## src/rtl/approx_mul_pkg.sv

```systemverilog
// Shared types and constants for the pipelined approximate multiplier.
// Latency: n/a (package only).
// Backpressure: n/a (package only).
package approx_mul_pkg;

    typedef enum logic [1:0] {
        MODE_EXACT = 2'd0,
        MODE_LOWW  = 2'd1,
        MODE_ALL   = 2'd2,
        MODE_RSVD  = 2'd3
    } mode_e;

    localparam int TILE_W     = 4;
    localparam int STAT_ERR_W = 32;
    localparam int STAT_CNT_W = 16;

    // Decide whether a tile of weight index wsum (= i+j) runs approximate.
    // The reserved mode behaves exactly like the exact mode.
    function automatic logic tile_is_approx(input mode_e mode, input int wsum, input int thr);
        logic res;
        res = 1'b0;
        case (mode)
            MODE_LOWW: res = (wsum < thr);
            MODE_ALL:  res = 1'b1;
            default:   res = 1'b0;
        endcase
        return res;
    endfunction

endpackage

```

## src/rtl/approx_mul_tile4.sv

```systemverilog
// 4x4 unsigned tile multiplier with optional low-bit rounding approximation.
// Latency: combinational.
// Backpressure: none (pure function of its inputs).
module approx_mul_tile4
    import approx_mul_pkg::*;
(
    input  logic [TILE_W-1:0]   a,
    input  logic [TILE_W-1:0]   b,
    input  logic                approx,
    output logic [2*TILE_W-1:0] p
);

    logic [2*TILE_W-1:0] exact;

    // True product; approximate form collapses any non-zero low pair to 2'b10.
    always_comb begin
        exact = (2*TILE_W)'(a) * (2*TILE_W)'(b);
        p     = exact;
        if (approx) begin
            p = {exact[2*TILE_W-1:2], (exact[1:0] != 2'b00), 1'b0};
        end
    end

endmodule

```

## src/rtl/approx_mul_pipe.sv

```systemverilog
// Pipelined W x W approximate unsigned multiplier built from 4x4 tiles; optional error statistics with APPROX_MUL_ERRSTAT_EN.
// Latency: 3 cycles from accepted request to out_valid; throughput 1 per cycle.
// Backpressure: out_ready stalls all three stages; in_ready is combinational from out_ready through the stall chain.
module approx_mul_pipe
    import approx_mul_pkg::*;
#(
    parameter int W = 8,
    parameter int T = 1
) (
    input  logic             clk,
    input  logic             rst_n,
    input  logic             in_valid,
    output logic             in_ready,
    input  logic [W-1:0]     in_a,
    input  logic [W-1:0]     in_b,
    input  logic [1:0]       in_mode,
    output logic             out_valid,
    input  logic             out_ready,
    output logic [2*W-1:0]   out_prod
`ifdef APPROX_MUL_ERRSTAT_EN
    ,
    input  logic                  stat_clr,
    output logic [STAT_ERR_W-1:0] stat_err,
    output logic [STAT_CNT_W-1:0] stat_cnt
`endif
);

    localparam int G  = W / TILE_W;
    localparam int NT = G * G;
    localparam int PW = 2 * W;

    // Stage registers
    logic                s1_valid;
    logic [W-1:0]        s1_a;
    logic [W-1:0]        s1_b;
    mode_e               s1_mode;
    logic                s2_valid;
    logic [2*TILE_W-1:0] s2_tile [NT];
    logic                s3_valid;
    logic [PW-1:0]       s3_prod;

    // Stall chain: a stage loads when empty or when its successor loads
    logic s1_load;
    logic s2_load;
    logic s3_load;

    logic [2*TILE_W-1:0] tile_p [NT];
    logic [PW-1:0]       sum_c;

    // Load enables ripple back from the consumer so a full pipe can drain and accept together.
    always_comb begin
        s3_load  = !s3_valid || out_ready;
        s2_load  = !s2_valid || s3_load;
        s1_load  = !s1_valid || s2_load;
        in_ready = s1_load;
    end

    // Tile grid: tile (i,j) multiplies nibble i of a by nibble j of b.
    for (genvar i = 0; i < G; i++) begin : g_row
        for (genvar j = 0; j < G; j++) begin : g_col
            approx_mul_tile4 u_tile (
                .a      (s1_a[TILE_W*i +: TILE_W]),
                .b      (s1_b[TILE_W*j +: TILE_W]),
                .approx (tile_is_approx(s1_mode, i + j, T)),
                .p      (tile_p[i*G + j])
            );
        end
    end

    // Weighted sum of all stage-2 tile results; the full 2W range holds the worst case.
    always_comb begin
        sum_c = '0;
        for (int i = 0; i < G; i++) begin
            for (int j = 0; j < G; j++) begin
                sum_c = sum_c + (PW'(s2_tile[i*G + j]) << (TILE_W * (i + j)));
            end
        end
    end

    // Stage 1: capture operands and mode; reserved mode is kept and decoded as exact.
    always_ff @(posedge clk or negedge rst_n) begin
        if (!rst_n) begin
            s1_valid <= 1'b0;
            s1_a     <= '0;
            s1_b     <= '0;
            s1_mode  <= MODE_EXACT;
        end else if (s1_load) begin
            s1_valid <= in_valid;
            if (in_valid) begin
                s1_a    <= in_a;
                s1_b    <= in_b;
                s1_mode <= mode_e'(in_mode);
            end
        end
    end

    // Stage 2: register every tile result.
    always_ff @(posedge clk or negedge rst_n) begin
        if (!rst_n) begin
            s2_valid <= 1'b0;
            for (int k = 0; k < NT; k++) begin
                s2_tile[k] <= '0;
            end
        end else if (s2_load) begin
            s2_valid <= s1_valid;
            if (s1_valid) begin
                for (int k = 0; k < NT; k++) begin
                    s2_tile[k] <= tile_p[k];
                end
            end
        end
    end

    // Stage 3: register the accumulated product; held while stalled.
    always_ff @(posedge clk or negedge rst_n) begin
        if (!rst_n) begin
            s3_valid <= 1'b0;
            s3_prod  <= '0;
        end else if (s3_load) begin
            s3_valid <= s2_valid;
            if (s2_valid) begin
                s3_prod <= sum_c;
            end
        end
    end

    assign out_valid = s3_valid;
    assign out_prod  = s3_prod;

`ifdef APPROX_MUL_ERRSTAT_EN
    localparam int EW = (PW > STAT_ERR_W) ? PW + 1 : STAT_ERR_W + 1;

    logic [PW-1:0] s2_exact;
    logic [PW-1:0] s3_exact;
    logic [PW-1:0] err_abs;
    logic [EW-1:0] err_sum;
    logic          out_xfer;

    // Exact product rides alongside the approximate one, stage for stage.
    always_ff @(posedge clk or negedge rst_n) begin
        if (!rst_n) begin
            s2_exact <= '0;
            s3_exact <= '0;
        end else begin
            if (s2_load && s1_valid) begin
                s2_exact <= PW'(s1_a) * PW'(s1_b);
            end
            if (s3_load && s2_valid) begin
                s3_exact <= s2_exact;
            end
        end
    end

    // Absolute error of the result being handed off, and the unsaturated new total.
    always_comb begin
        out_xfer = s3_valid && out_ready;
        err_abs  = (s3_exact >= s3_prod) ? (s3_exact - s3_prod) : (s3_prod - s3_exact);
        err_sum  = EW'(stat_err) + EW'(err_abs);
    end

    // Saturating statistics; a clear takes priority over an update in the same cycle.
    always_ff @(posedge clk or negedge rst_n) begin
        if (!rst_n) begin
            stat_err <= '0;
            stat_cnt <= '0;
        end else if (stat_clr) begin
            stat_err <= '0;
            stat_cnt <= '0;
        end else if (out_xfer) begin
            if (err_sum > EW'({STAT_ERR_W{1'b1}})) begin
                stat_err <= '1;
            end else begin
                stat_err <= err_sum[STAT_ERR_W-1:0];
            end
            if (stat_cnt != '1) begin
                stat_cnt <= stat_cnt + 1'b1;
            end
        end
    end
`endif

endmodule

```

## config.mk

```make
export PLATFORM = sky130hd
export DESIGN_NAME = approx_mul_pipe
export DESIGN_NICKNAME = d
export VERILOG_FILES = /design/src/rtl/approx_mul_pkg.sv /design/src/rtl/approx_mul_tile4.sv /design/src/rtl/approx_mul_pipe.sv
export SDC_FILE = /design/constraint.sdc
export NUM_CORES = 1
export LEC_CHECK = 0
export BUFFER_PORTS_ARGS = -buffer_cell sky130_fd_sc_hd__buf_4
export CELL_PAD_IN_SITES_DETAIL_PLACEMENT = 0
export CELL_PAD_IN_SITES_GLOBAL_PLACEMENT = 1
export CORE_ASPECT_RATIO = 1.2
export CORE_MARGIN = 5
export CORE_UTILIZATION = 40
export CTS_CLUSTER_SIZE = 25
export DETAILED_ROUTE_END_ITERATION = 7
export PLACE_DENSITY = 0.73
export SYNTH_ARGS = -nofsm -noshare
export SYNTH_HDL_FRONTEND = slang
export SYNTH_SLANG_ARGS = --single-unit
export TNS_END_PERCENT = 50
```

## constraint.sdc

```tcl
create_clock -name clk -period 7.6 [get_ports clk]
set_input_delay 0 -clock clk [delete_from_list [all_inputs] [get_ports clk]]
set_output_delay 0 -clock clk [all_outputs]
set_load 0.005 [all_outputs]
```

==> results.cfg, run 1 <==
[run_status]
outcome = finished clean

[routing]
routedWlPerCell_um = 13.7
first_pass_iters = 4
antenna_left = 0
drt-total-wl_um = 9360
top_layer = met4
via_count = 3287
first_iter_violations = 94
wl_met3_um = 246
via_per_inst = 4.81
met1_length_um = 4440
dr_wl_met2_um = 4570
drc_errors = 0

[sta]
fmax_mhz = 329
maxSlewViolCount = 0
fin_skew_ps = 6.49
final.period_utilization_pct = 40.0
final.setup.tns_ps = 0
rsz0062_at_grt = false
period_needed_ps = 3040
worst_slack_ps = 4560
worst_slew_pin_slew_ps = 885
slew_headroom_pct = 41.0
setup_viol = 0
finalHoldViolations = 0

[setup_path]
rr_worst_depth = 10
critPathCaptureType = flop
critPathMaxFanout = 11
cp.arrival_ps = 3230
cp-startpoint = s1_a[0]
criticalPathCategory = reg -> reg
critPathLaunchType = flop
reg2reg_from = s1_a[0]
critPathRequiredTime_ps = 7790
timing.rr.end = s2_tile[23]
ff2ff_setup_slack_ps = 4560

[global_routing]
grt_max_degree = 70
grt_pass1_vias = 3302
overflow = 0
grt_pass1_wl_um = 16200
grt_antenna_before_repair = 0
track_usage_pct = 14.5

[yosys]
synth.avg_cell_area_sq_um = 10.3
synth_xor_area_share_pct = 3.84
synth-seq-cells = 69
synth_top_cell_area_share_pct = 36.1
syn-cell-area_sq_um = 4780
synth_nets = 568
synthSimpleGateAreaFrac_pct = 14.2
synthCells = 464
yosysSeqAreaShare_pct = 36.1
synth_top_cell_by_area = dfrtp_1
synth_compound_area_share_pct = 10.7
ys_warn_count = 0
synth_top_family_by_area = adder cells
yosys-mux-area-fraction_pct = 6.51
synth_cell_types = 36
ys.flop_type = dfrtp_1
synth-edff-count = 0
synthTopCellsByCount = nand2_1, dfrtp_1, ha_1
synthArstFlopShare_pct = 100
synth_fa_ha_area_share_pct = 25.4
synth.most_common_cell = nand2_1
synth_area_leaders = dfrtp_1, ha_1, fa_1

[power_and_ir_drop]
p_leak_nw = 2.87
cellInternalPower_w = 0.00125
p_sw_w = 0.000762
swShare_pct = 37.8
ir_worst_vdd_mv = 0.131
power_frac_clock_pct = 22.5
powerDensity_nw_per_um2 = 350
power.share.sequential_pct = 29.7
power_frac_comb_pct = 47.8

[placement]
place.gp.congestion = 0.814
preCtsSetupSlack_ps = 4570
portBuffers = 39
hpwl_um = 7110

[cts]
cts-root-buf = clkbuf_16
cts_buffers = 9
clk_pin_slew_ps = 60
postCtsSetupRepairBufs = 0
post_cts_resized = 0
cts.sinks = 69
cts_tree = yes
clk_path_buf_depth = 2
clock_latency_ps = 330
htreeDepth = 3

[final_layout]
antenna_cells = 0
final_nets = 626
drive_gt1_share_pct = 10.8
fin_util_pct = 49.5
fill_cells = 1127
areaGrowthSynthToFinish_pct = 20.3

[floorplan]
dieArea_sq_um = 14300
coreArea_sq_um = 11600
die_y_um = 130
fp-row-count = 43
die_w_um = 110
ios = 40
initial_utilization_pct = 41.2

[run]
max-cap-violations = 0

[worst_hold_path]
hold_path.class = in -> async
kinds of logic after synthesis:
kind of cell / after synthesis
AND/OR/NAND/NOR: 139
AO/OA/AOI/OAI: 85
adder cells (fa/ha/maj): 82
flip-flops: 69
buffers and inverters: 40
multiplexers: 28
XOR/XNOR: 21
critical path: stages (launching register included):
cell,delay (ps)
dfrtp_1,530
nand2_1,130
fa_1,540
inv_1,50
fa_1,530
ha_1,330
a21o_1,170
a31o_1,210
a21oi_1,160
xor2_1,180
o21ai_1,70
metrics by stage:
stage / total power (W) / instance area (sq um) / hold WS [ps] / cells
3_3_place_gp: 0.00154 / 5220 / 174 / 647
5_1_grt: 0.00223 / 5750 / 422 / 684
2_1_floorplan: 0.00130 / 4780 / -296 / 464
3_5_place_dp: 0.00157 / 5220 / 181 / 647
6_report: 0.00201 / 5750 / 343 / 684
4_1_cts: 0.00206 / 5750 / 363 / 684
final cells by class:
cell class	instances	area, sq um	area share, %
clock buffer	9	225	3.91
clock inverter	7	98.8	1.72
inverter	26	97.6	1.70
multi-input combinational	355	2900	50.4
sequential	69	1730	30.0
tap	157	196	3.41
timing repair buffer	61	510	8.87
flip-flops by register name, indices dropped and copies added, names as in the netlist:
register and flops:
s1_mode 2, s1_a 8, s2_tile 32, out_prod 16, out_valid 1, s2_valid 1, s1_valid 1, s1_b 8
per-layer routing:
layer  global-route usage [%]  vias to the layer above
met5                        0                        -
met4                     5.06                        0
met3                     2.38                        7
met2                     23.7                       37
met1                     19.4                     1549
li1                         -                     1694
placed cells by master, fill, tap and decap left out, types with 2 or more instances in the layout:
cell type      synthesis  routed
nand2_1               73      73
dfrtp_1               69      69
ha_1                  57      57
and2_1                46      46
buf_4                  1      40
o21ai_1               29      29
inv_1                 26      26
mux2_1                25      25
fa_1                  25      25
dlygate4sd3_1          0      21
a21oi_1               17      17
xor2_1                16      16
a21o_1                12      12
clkbuf_16              0       9
o21ai_0                7       7
a31oi_1                5       5
xnor2_1                5       5
nand2b_1               4       4
o21a_1                 4       4
nor2b_1                3       3
a31o_1                 3       3
nor2_1                 3       3
o31ai_1                3       3
mux2i_1                3       3
nand3_1                2       2
nand3b_1               2       2
nor3_1                 2       2
clkinv_4               0       2
bufinv_16              0       2
worst max-delay path by stage:
stage                  endpoint  slack (ps)  cells after the start
CTS                 s2_tile[23]        4550                     10
floorplan           s2_tile[15]        4660                     11
detailed placement  s2_tile[23]        4570                     10
global route        s2_tile[31]        4360                     10
finish              s2_tile[23]        4560                     10
global placement    s2_tile[15]        4640                     10
power by group through the flow:
stage	clock [W]	sequential (W)	combinational (W)
2_1_floorplan	0	0.000576	0.000727
3_3_place_gp	0	0.000604	0.000937
3_5_place_dp	0	0.000610	0.000960
4_1_cts	0.000472	0.000603	0.000980
5_1_grt	0.000486	0.000620	0.00113
6_report	0.000454	0.000598	0.000962
what timing repair did:
item / CTS / global route
hold buffers: 21 / 0
endpoints found under the setup margin: 0 / 0
hold endpoints to repair: 90 / 0
No activity file was read; power rests on OpenSTA's default activity.
==> run 2: changes to the inputs <==
--- a/config.mk
+++ b/config.mk
@@ -13,7 +13,7 @@
 export CORE_UTILIZATION = 40
 export CTS_CLUSTER_SIZE = 25
 export DETAILED_ROUTE_END_ITERATION = 7
-export PLACE_DENSITY = 0.73
+export PLACE_DENSITY = 0.76
 export SYNTH_ARGS = -nofsm -noshare
 export SYNTH_HDL_FRONTEND = slang
 export SYNTH_SLANG_ARGS = --single-unit
==> constraint.sdc (replaced) <==
create_clock -name clk -period 2.6 [get_ports clk]
set_input_delay 0 -clock clk [delete_from_list [all_inputs] [get_ports clk]]
set_output_delay 0 -clock clk [all_outputs]
set_load 0.005 [all_outputs]
==> results.cfg, run 2 (synthesis results as in run 1) <==
[floorplan]
dieArea_sq_um = 14300
fp-row-count = 43
ios = 40
coreArea_sq_um = 11600
initial_utilization_pct = 41.2
die_w_um = 110
die_y_um = 130

[power_and_ir_drop]
ir_worst_vdd_mv = 0.536
p_leak_nw = 3.08
power_w = 0.00631
powerDensity_nw_per_um2 = 1010

[final_layout]
largest-register = s2_tile
drive_gt1_share_pct = 26.0
final_common_cell = buf_4
final_nets = 672
fin_cells = 730
antenna_cells = 0
areaGrowthSynthToFinish_pct = 30.9
final_cell_mix = buf_4, nand2_1, dfrtp_1
largest_reg_flops = 32

[routing]
first_iter_violations = 78
drt-total-wl_um = 9850
via_count = 3515
via_per_inst = 4.82
first_pass_iters = 4
routedWlPerCell_um = 13.5
drc_errors = 0
antenna_left = 0

[setup_path]
cpLargestDelayFamily = adder cells
crit_path_max_incr_delay_ps = 510
path_cells = nand2_1 -> fa_1 -> inv_1 -> fa_1 -> ha_1 -> a21o_1 -> a31o_1 -> a21oi_2 -> xor2_1 -> o21ai_1
critPathCaptureType = flop
cp-startpoint = s1_b[6]
criticalPathCategory = reg -> reg
cp_slowest_cell = fa_1
cp.arrival_ps = 2910
critPathRequiredTime_ps = 2820
reg2reg_from = s1_b[6]
timing.rr.end = s2_tile[23]
rr_worst_depth = 10
cp.buffers_inverters = 1
critPathMaxFanout = 5
timing.critical_path.mode_cell = fa_1
critPathLaunchType = flop
ff2ff_setup_slack_ps = -90

[global_routing]
grt_max_degree = 70
grt_pass1_wl_um = 16900
track_usage_pct = 14.8
busiest_layer = met2
use_met3_pct = 2.47
grt_pass1_vias = 3555
overflow = 0
grt_antenna_before_repair = 0
met1_usage_pct = 19.5
grt_use_met2_pct = 24.6

[sta]
worst_slew_pin_slew_ps = 866
worst_slack_ps = -88.3
fmax_mhz = 372
slew_headroom_pct = 42.3
finalHoldViolations = 0
period_needed_ps = 2690
fin_skew_ps = 5.59
setup_viol = 6
final.period_utilization_pct = 103
maxSlewViolCount = 0
rsz0062_at_grt = true
final.setup.tns_ps = -415

[placement]
place.gp.congestion = 0.847
portBuffers = 39
hpwl_um = 7560
preCtsSetupSlack_ps = -133
place_inst = 689

[run_status]
outcome = finished, violations left
violations = negative setup slack

[cts]
clk_path_buf_depth = 2
clk_pin_slew_ps = 60
htreeDepth = 3
cts.sinks = 69
cts_buffers = 9
cts_tree = yes
clock_latency_ps = 330
cts-root-buf = clkbuf_16

[run]
max-cap-violations = 0

[worst_hold_path]
hold_path.class = in -> async
run 2: power by group:
group | total (W) | switching [W] | internal (W)
Sequential | 0.00173 | 0.000287 | 0.00144
Clock | 0.00127 | 0.000474 | 0.000795
Combinational | 0.00331 | 0.00161 | 0.00170
Total | 0.00631 | 0.00237 | 0.00394
run 2: worst max-delay path by stage:
stage	slack, ps	to	cells past startpoint
2_1_floorplan	-20	s2_tile[23]	10
3_3_place_gp	-90	s2_tile[15]	10
3_5_place_dp	-130	s2_tile[31]	10
4_1_cts	-140	s2_tile[31]	10
5_1_grt	-240	s2_tile[22]	10
6_report	-90	s2_tile[23]	10
run 2: area by class of cell:
type | count | area [sq um]
flip-flops and latches | 69 | 1740
fillers | 1073 | 5360
clock buffers | 11 | 253
clock inverters | 5 | 58.8
repair buffers | 107 | 860
well taps | 157 | 196
multi-input cells | 355 | 3060
inverters | 26 | 97.6
run 2: routing by layer:
| metal | vias up | share of wire (%) |
|---|---|---|
| met5 | - | 0 |
| met4 | 0 | 2.2 |
| met3 | 15 | 3.3 |
| met2 | 48 | 49 |
| li1 | 1781 | - |
| met1 | 1671 | 45 |
run 2: what timing repair did:
action	in CTS	in global routing
gates cloned	0	0
pin swaps	15	13
buffers inserted	2	2
hold endpoints to repair	90	0
hold buffers	21	0
endpoints found under the setup margin	10	16
resized for setup	14	25
run 2: per-stage QoR:
step / instance area (sq um) / utilization (%) / hold slack, ps
4_1_cts: 6130 / 52.8 / 366
5_1_grt: 6260 / 53.9 / 423
3_5_place_dp: 5570 / 47.9 / 177
3_3_place_gp: 5570 / 47.9 / 159
6_report: 6260 / 53.9 / 321
2_1_floorplan: 4840 / - / -296
